`src/rtl/bcd_to_binary_if.sv`:
```
// bcd_to_binary_if
//   Request/result bundle for the packed-BCD to binary converter.
//   master : requester (drives start/bcd_in, observes result and status)
//   slave  : converter (observes start/bcd_in, drives result and status)
// Signals
//   start   request a conversion
//   bcd_in  packed BCD operand, digit k at [4k+3:4k], digit 0 least significant
//   binary  converted value, valid with done and held until the next accepted start
//   busy    conversion in progress
//   done    one-cycle pulse, result and flags valid
//   bcd_err a nibble above 9 was seen
//   ovf     value did not fit in WIDTH bits
interface bcd_to_binary_if #(
  parameter int unsigned DIGITS = 11,
  parameter int unsigned WIDTH  = 36
);
  logic                  start;
  logic [4*DIGITS-1:0]   bcd_in;
  logic [WIDTH-1:0]      binary;
  logic                  busy;
  logic                  done;
  logic                  bcd_err;
  logic                  ovf;

  modport master (
    output start, bcd_in,
    input  binary, busy, done, bcd_err, ovf
  );

  modport slave (
    input  start, bcd_in,
    output binary, busy, done, bcd_err, ovf
  );
endinterface

```
`src/rtl/bcd_to_binary.sv`:
```
// bcd_to_binary
//   Sequential decoder from DIGITS packed BCD digits to a WIDTH-bit unsigned
//   value. Iterative multiply-by-10-and-add, one digit per clock, most
//   significant digit first. Sits between the keypad/display digit registers
//   and the arithmetic datapath.
// Ports
//   clk    rising-edge clock
//   reset  synchronous, active-high; overrides everything, even mid-conversion
//   bus    bcd_to_binary_if.slave (start, bcd_in in; binary, busy, done,
//          bcd_err, ovf out)
// Timing
//   start accepted at edge E (in IDLE or DONE) -> busy for DIGITS cycles ->
//   done pulses in the cycle after edge E+DIGITS. A start seen in DONE begins
//   the next conversion immediately, giving one result every DIGITS+1 cycles.
module bcd_to_binary #(
  parameter int unsigned DIGITS = 11,
  parameter int unsigned WIDTH  = 36
) (
  input logic          clk,
  input logic          reset,
  bcd_to_binary_if.slave bus
);

  // Four guard bits: acc*10+15 never exceeds 2^(WIDTH+4) while acc < 2^WIDTH.
  localparam int unsigned AW = WIDTH + 4;
  localparam int unsigned SW = 4 * DIGITS;
  localparam int unsigned CW = (DIGITS > 1) ? $clog2(DIGITS) : 1;

  typedef enum logic [1:0] {
    IDLE,
    CONVERT,
    DONE
  } state_t;

  state_t         state;
  logic [SW-1:0]  sr;    // captured operand, shifted left one digit per step
  logic [AW-1:0]  acc;
  logic [CW-1:0]  cnt;

  logic [3:0]     digit;
  logic [AW-1:0]  acc_mul;
  logic [AW-1:0]  acc_next;
  logic           acc_big;
  logic           err_next;
  logic           ovf_next;

  always_comb begin
    digit    = sr[SW-1 -: 4];
    acc_mul  = (acc << 3) + (acc << 1) + AW'(digit);
    acc_big  = |acc_mul[AW-1:WIDTH];
    err_next = bus.bcd_err | (digit > 4'd9);
    ovf_next = bus.ovf | acc_big;
    // Freeze the accumulator once overflow is seen so it can never wrap.
    acc_next = ovf_next ? acc : acc_mul;
  end

  always_ff @(posedge clk) begin
    if (reset) begin
      state       <= IDLE;
      sr          <= '0;
      acc         <= '0;
      cnt         <= '0;
      bus.binary  <= '0;
      bus.busy    <= 1'b0;
      bus.done    <= 1'b0;
      bus.bcd_err <= 1'b0;
      bus.ovf     <= 1'b0;
    end else begin
      case (state)
        IDLE, DONE: begin
          bus.done <= 1'b0;
          if (bus.start) begin
            sr          <= bus.bcd_in;
            acc         <= '0;
            cnt         <= CW'(DIGITS - 1);
            bus.bcd_err <= 1'b0;
            bus.ovf     <= 1'b0;
            bus.binary  <= '0;
            bus.busy    <= 1'b1;
            state       <= CONVERT;
          end else begin
            state <= IDLE;
          end
        end

        CONVERT: begin
          sr          <= sr << 4;
          acc         <= acc_next;
          bus.bcd_err <= err_next;
          bus.ovf     <= ovf_next;
          if (cnt == '0) begin
            // Result registered from the final step's combinational values.
            bus.binary <= (err_next | ovf_next) ? '0 : acc_next[WIDTH-1:0];
            bus.busy   <= 1'b0;
            bus.done   <= 1'b1;
            state      <= DONE;
          end else begin
            cnt <= cnt - 1'b1;
          end
        end

        default: begin
          bus.busy <= 1'b0;
          bus.done <= 1'b0;
          state    <= IDLE;
        end
      endcase
    end
  end

endmodule
```
`src/flat_wrapper.sv`:
```
// flat-port wrapper written by rule: the top's interface ports become plain ports
module bcd_to_binary_flat 
#(
  parameter int unsigned DIGITS = 11,
  parameter int unsigned WIDTH  = 36
)
  (clk, reset, bus_start, bus_bcd_in, bus_binary, bus_busy, bus_done, bus_bcd_err, bus_ovf);
  bcd_to_binary_if #(.DIGITS(DIGITS), .WIDTH(WIDTH)) bus_i ();
  input logic clk;
  input logic reset;
  input wire logic [$bits(bus_i.start)-1:0] bus_start;
  input wire logic [$bits(bus_i.bcd_in)-1:0] bus_bcd_in;
  output wire logic [$bits(bus_i.binary)-1:0] bus_binary;
  output wire logic [$bits(bus_i.busy)-1:0] bus_busy;
  output wire logic [$bits(bus_i.done)-1:0] bus_done;
  output wire logic [$bits(bus_i.bcd_err)-1:0] bus_bcd_err;
  output wire logic [$bits(bus_i.ovf)-1:0] bus_ovf;
  assign bus_i.start = bus_start;
  assign bus_i.bcd_in = bus_bcd_in;
  assign bus_binary = bus_i.binary;
  assign bus_busy = bus_i.busy;
  assign bus_done = bus_i.done;
  assign bus_bcd_err = bus_i.bcd_err;
  assign bus_ovf = bus_i.ovf;
  bcd_to_binary #(.DIGITS(DIGITS), .WIDTH(WIDTH)) u_core (.clk(clk), .reset(reset), .bus(bus_i));
endmodule
```
`config.mk`:
```
export PLATFORM = sky130hd
export DESIGN_NAME = bcd_to_binary_flat
export DESIGN_NICKNAME = d
export VERILOG_FILES = /design/src/rtl/bcd_to_binary_if.sv /design/src/rtl/bcd_to_binary.sv /design/src/flat_wrapper.sv
export SDC_FILE = /design/constraint.sdc
export NUM_CORES = 1
export LEC_CHECK = 0
export ABC_AREA = 1
export ABC_CLOCK_PERIOD_IN_PS = 3100
export CAP_MARGIN = 40
export CORE_MARGIN = 2
export CORE_UTILIZATION = 52
export DETAILED_ROUTE_END_ITERATION = 10
export GPL_TIMING_DRIVEN = 0
export PLACE_DENSITY_LB_ADDON = 0.2
export SLEW_MARGIN = 25
export SYNTH_ARGS = -nofsm -noshare
export SYNTH_HDL_FRONTEND = slang
export SYNTH_SLANG_ARGS = --single-unit
export TNS_END_PERCENT = 30
```
`constraint.sdc`:
```
create_clock -name clk -period 3.1 [get_ports clk]
set_input_delay 0.465 -clock clk [delete_from_list [all_inputs] [get_ports clk]]
set_output_delay 0.465 -clock clk [all_outputs]
set_load 0.03 [all_outputs]
```
==> metrics.yaml <==
rows: 46
synth_top_family_by_area: "simple AND/OR/NAND/NOR gates"
floorplan.initialDensity_pct: 53.2
core_mm2: 0.0159
vias: 8910
met2_length_um: 12200
crit_fanout: 5
wl_um: 26000
place_area_mm2: 0.00958
p_int_mw: 3.30
route.met3.wl_um: 1700
r2r-end: "u_core.bus.binary[11]$_SDFFE_PP0P_"
finalNetCount: 1539
fin_area_mm2: 0.0110
grt_usage_pct: 28.8
switchingPower_mw: 1.13
tightestPinTransition_ps: 776
syn_area_mm2: 0.00846
ant_nets: 0
maxCapViolCount: 0
yosys.area.top_type: "dfxtp_1"
cts_hold_buf: 0
ios: 87
drt_first_pass_iters: 5
die-area_mm2: 0.0173
setup.worst_path.class: "register to register"
reg2reg_slack_ps: -100
maxSlewViolCount: 0
die_height_um: 132
hold_start: "u_core.acc[37]$_SDFFE_PP0P_"
critPathRequiredTime_ps: 3450
numPortBuffers: 85
pwr-share-clk_pct: 47.4
clock.fmax_mhz: 312
synth_edf_count: 0
ys.flop_type: "dfxtp_1"
synthMuxAreaShare_pct: 0
cts_sinks: 129
timing.final.ws_setup_ps: -102
clk_latency_ps: 420
synth_top_cell_area_share_pct: 30.5
rsz0062_at_grt: "true"
yosys.area_share.simple_pct: 34.1
drtIter0Drc: 644
stdcell_count: 1643
synthArstFlopShare_pct: 0
yosysMostFrequentCell: "nand2_1"
ys_ff_latch: 129
cts-root-buf: "clkbuf_16"
syn_nets: 1412
cts_buffers: 17
diodes: 0
violations: "negative setup slack"
wl_per_cell_um: 15.8
end_kind: "register"
maxSlewHeadroom_pct: 48.2
fillers: 1339
topRoutingLayerUsed: "met4"
clkTransAtPathRegs_ps: 50
drcViolationCount: 0
fin_skew_ps: 6.08
hp-class: "register to register"
synthAdderAreaFrac_pct: 11.7
synthTopCellsByArea: "dfxtp_1 31%, nand2_1 22%, ha_1 11%"
htreeDepth: 4
synth-compound-area-share_pct: 12.3
crit_arrival_ps: 3550
synth_cell_types: 35
ir_worst_vdd_mv: 0.447
grt_pass1_wl_um: 40600
hold_end: "u_core.acc[37]$_SDFFE_PP0P_"
combPwrFrac_pct: 13.0
dp_cells: 1588
grt_pass1_vias: 8200
synthXorXnorAreaFrac_pct: 3.42
syn_to_final_growth_pct: 29.9
swShare_pct: 25.6
p_leak_nw: 4.83
die_width_um: 132
ys_seq_area_share_pct: 30.5
drive_gt1_share_pct: 15.1
fin_crit_sh_pct: 103
fin_crit_ps: 3200
synth_commonest_cells: "491 x nand2_1, 129 x dfxtp_1, 115 x a21oi_1, 112 x inv_1, 76 x ha_1"
syn-instance-count: 1287
p_per_area_mw_per_mm2: 404
syn-mean-instance-area_um2: 6.57
grt_max_degree: 17
r2r-start: "u_core.sr[43]$_SDFFE_PP0P_"
via_per_inst: 5.42
setup_viol: 39
hold_depth: 2
place_hpwl_um: 19200
grt_overflow: 0
antenna_found_initial: 0
status: "finished, violations left"
seqPwrFrac_pct: 39.6
final-hold-violation-count: 0
start_kind: "register"
clockBufferDepth: 2
place.gp.congestion: 0.931
tritoncts: "built"
wl_met1_um: 11700
synth_warnings: 0
ff2ff_path_depth: 16
metrics by stage:
| stage | utilization [%] | worst slack (ps) | TNS, ps | total power [mW] | hold WS, ps |
|---|---|---|---|---|---|
| finish | 69.1 | -102 | -1450 | 4.43 | 449 |
| global route | 69.1 | -211 | -8530 | 4.56 | 479 |
| CTS | 65.5 | -31.4 | -193 | 4.36 | 449 |
| detailed placement | 60.3 | -530 | -30950 | 2.26 | 440 |
| global placement | 60.3 | -457 | -26160 | 2.26 | 437 |
| floorplan | - | 103 | 0 | 2.08 | 426 |
worst max path at each step:
stage,startpoint,end,slack [ps],cells after the start
2_1_floorplan,u_core.acc[0]$_SDFFE_PP0P_,u_core.bus.binary[5]$_SDFFE_PP0P_,100,17
3_5_place_dp,u_core.acc[0]$_SDFFE_PP0P_,u_core.bus.binary[9]$_SDFFE_PP0P_,-530,17
6_report,u_core.sr[43]$_SDFFE_PP0P_,u_core.bus.binary[11]$_SDFFE_PP0P_,-100,16
4_1_cts,u_core.acc[2]$_SDFFE_PP0P_,u_core.bus.binary[23]$_SDFFE_PP0P_,-30,15
3_3_place_gp,u_core.acc[0]$_SDFFE_PP0P_,u_core.bus.binary[9]$_SDFFE_PP0P_,-460,17
5_1_grt,u_core.acc[22]$_SDFFE_PP0P_,u_core.bus.binary[11]$_SDFFE_PP0P_,-210,18
cell usage in the layout, fill, tap and decap left out, types with 4 or more instances in the layout:
cell type	n
nand2_2	39
xnor2_1	17
buf_4	22
nand3_1	55
nor2_2	8
dfxtp_2	25
o21ai_0	19
nor3_1	9
ha_4	10
clkbuf_1	41
bufinv_16	4
nand3b_1	24
a31oi_1	40
ha_1	59
ha_2	7
nor2_1	64
inv_1	109
a211oi_1	5
clkdlybuf4s50_1	85
buf_12	4
inv_2	5
nand4_1	8
clkbuf_16	19
xor2_1	13
a21oi_2	23
a21oi_1	91
dfxtp_1	103
o21bai_1	4
clkinv_2	5
nand2_1	454
nand3_2	19
critical path, stage by stage (launching register included):
cell	delay, ps
dfxtp_4	350
fa_1	600
inv_2	60
fa_2	440
o21bai_4	200
nand3b_1	110
nand3_2	110
nand2_2	90
nand3_2	100
nand3_4	90
nor2_8	150
nand2_4	90
nor2_4	150
buf_6	130
buf_8	110
nand3_1	160
a21oi_2	170
cells by family after synthesis:
group                      after synthesis
adders and majority gates               78
DFF                                    129
AOI/OAI and AO/OA                      189
and+or+nand+nor                        689
xor gates and xnor gates                33
buffers and inverters                  169
cell type report:
cell class                 instances  area, um^2  share of cell area (%)
sequential                       129        2620                    23.8
tap                              216         270                    2.46
timing repair buffer             108        1070                    9.76
clock buffer                      21         450                    4.10
multi-input combinational        989        5670                    51.7
buffer                            54         305                    2.78
clock inverter                    11         161                    1.47
inverter                         115         432                    3.93
state kept, by name, summed over array words and instances, names as in the netlist:
name and cells:
u_core.acc 39, u_core.bus.bcd_err 1, u_core.bus.binary 36, u_core.bus.busy 1, u_core.bus.done 1, u_core.bus.ovf 1, u_core.cnt 4, u_core.sr 44
u_core.state 2
per-layer routing:
layer  up-vias  track usage [%]
met5         -                0
met4         0             6.52
met3        35             4.78
met2       326             47.4
met1      4111             39.7
li1       4438                -
power by group through the flow:
stage	sequential [mW]	combinational (mW)	clock [mW]
CTS	1.75	0.503	2.10
global placement	1.79	0.471	0
global route	1.76	0.624	2.18
detailed placement	1.79	0.475	0
floorplan	1.79	0.297	0
finish	1.76	0.575	2.10
repair_timing:
| item | in CTS | in global routing |
|---|---|---|
| setup endpoints to repair | 76 | 76 |
| pin swaps | 11 | 20 |
| buffers inserted | 13 | 7 |
| gates resized for setup | 36 | 129 |
| cloned | 0 | 3 |
Note: power is estimated with default switching activity, not from simulation.
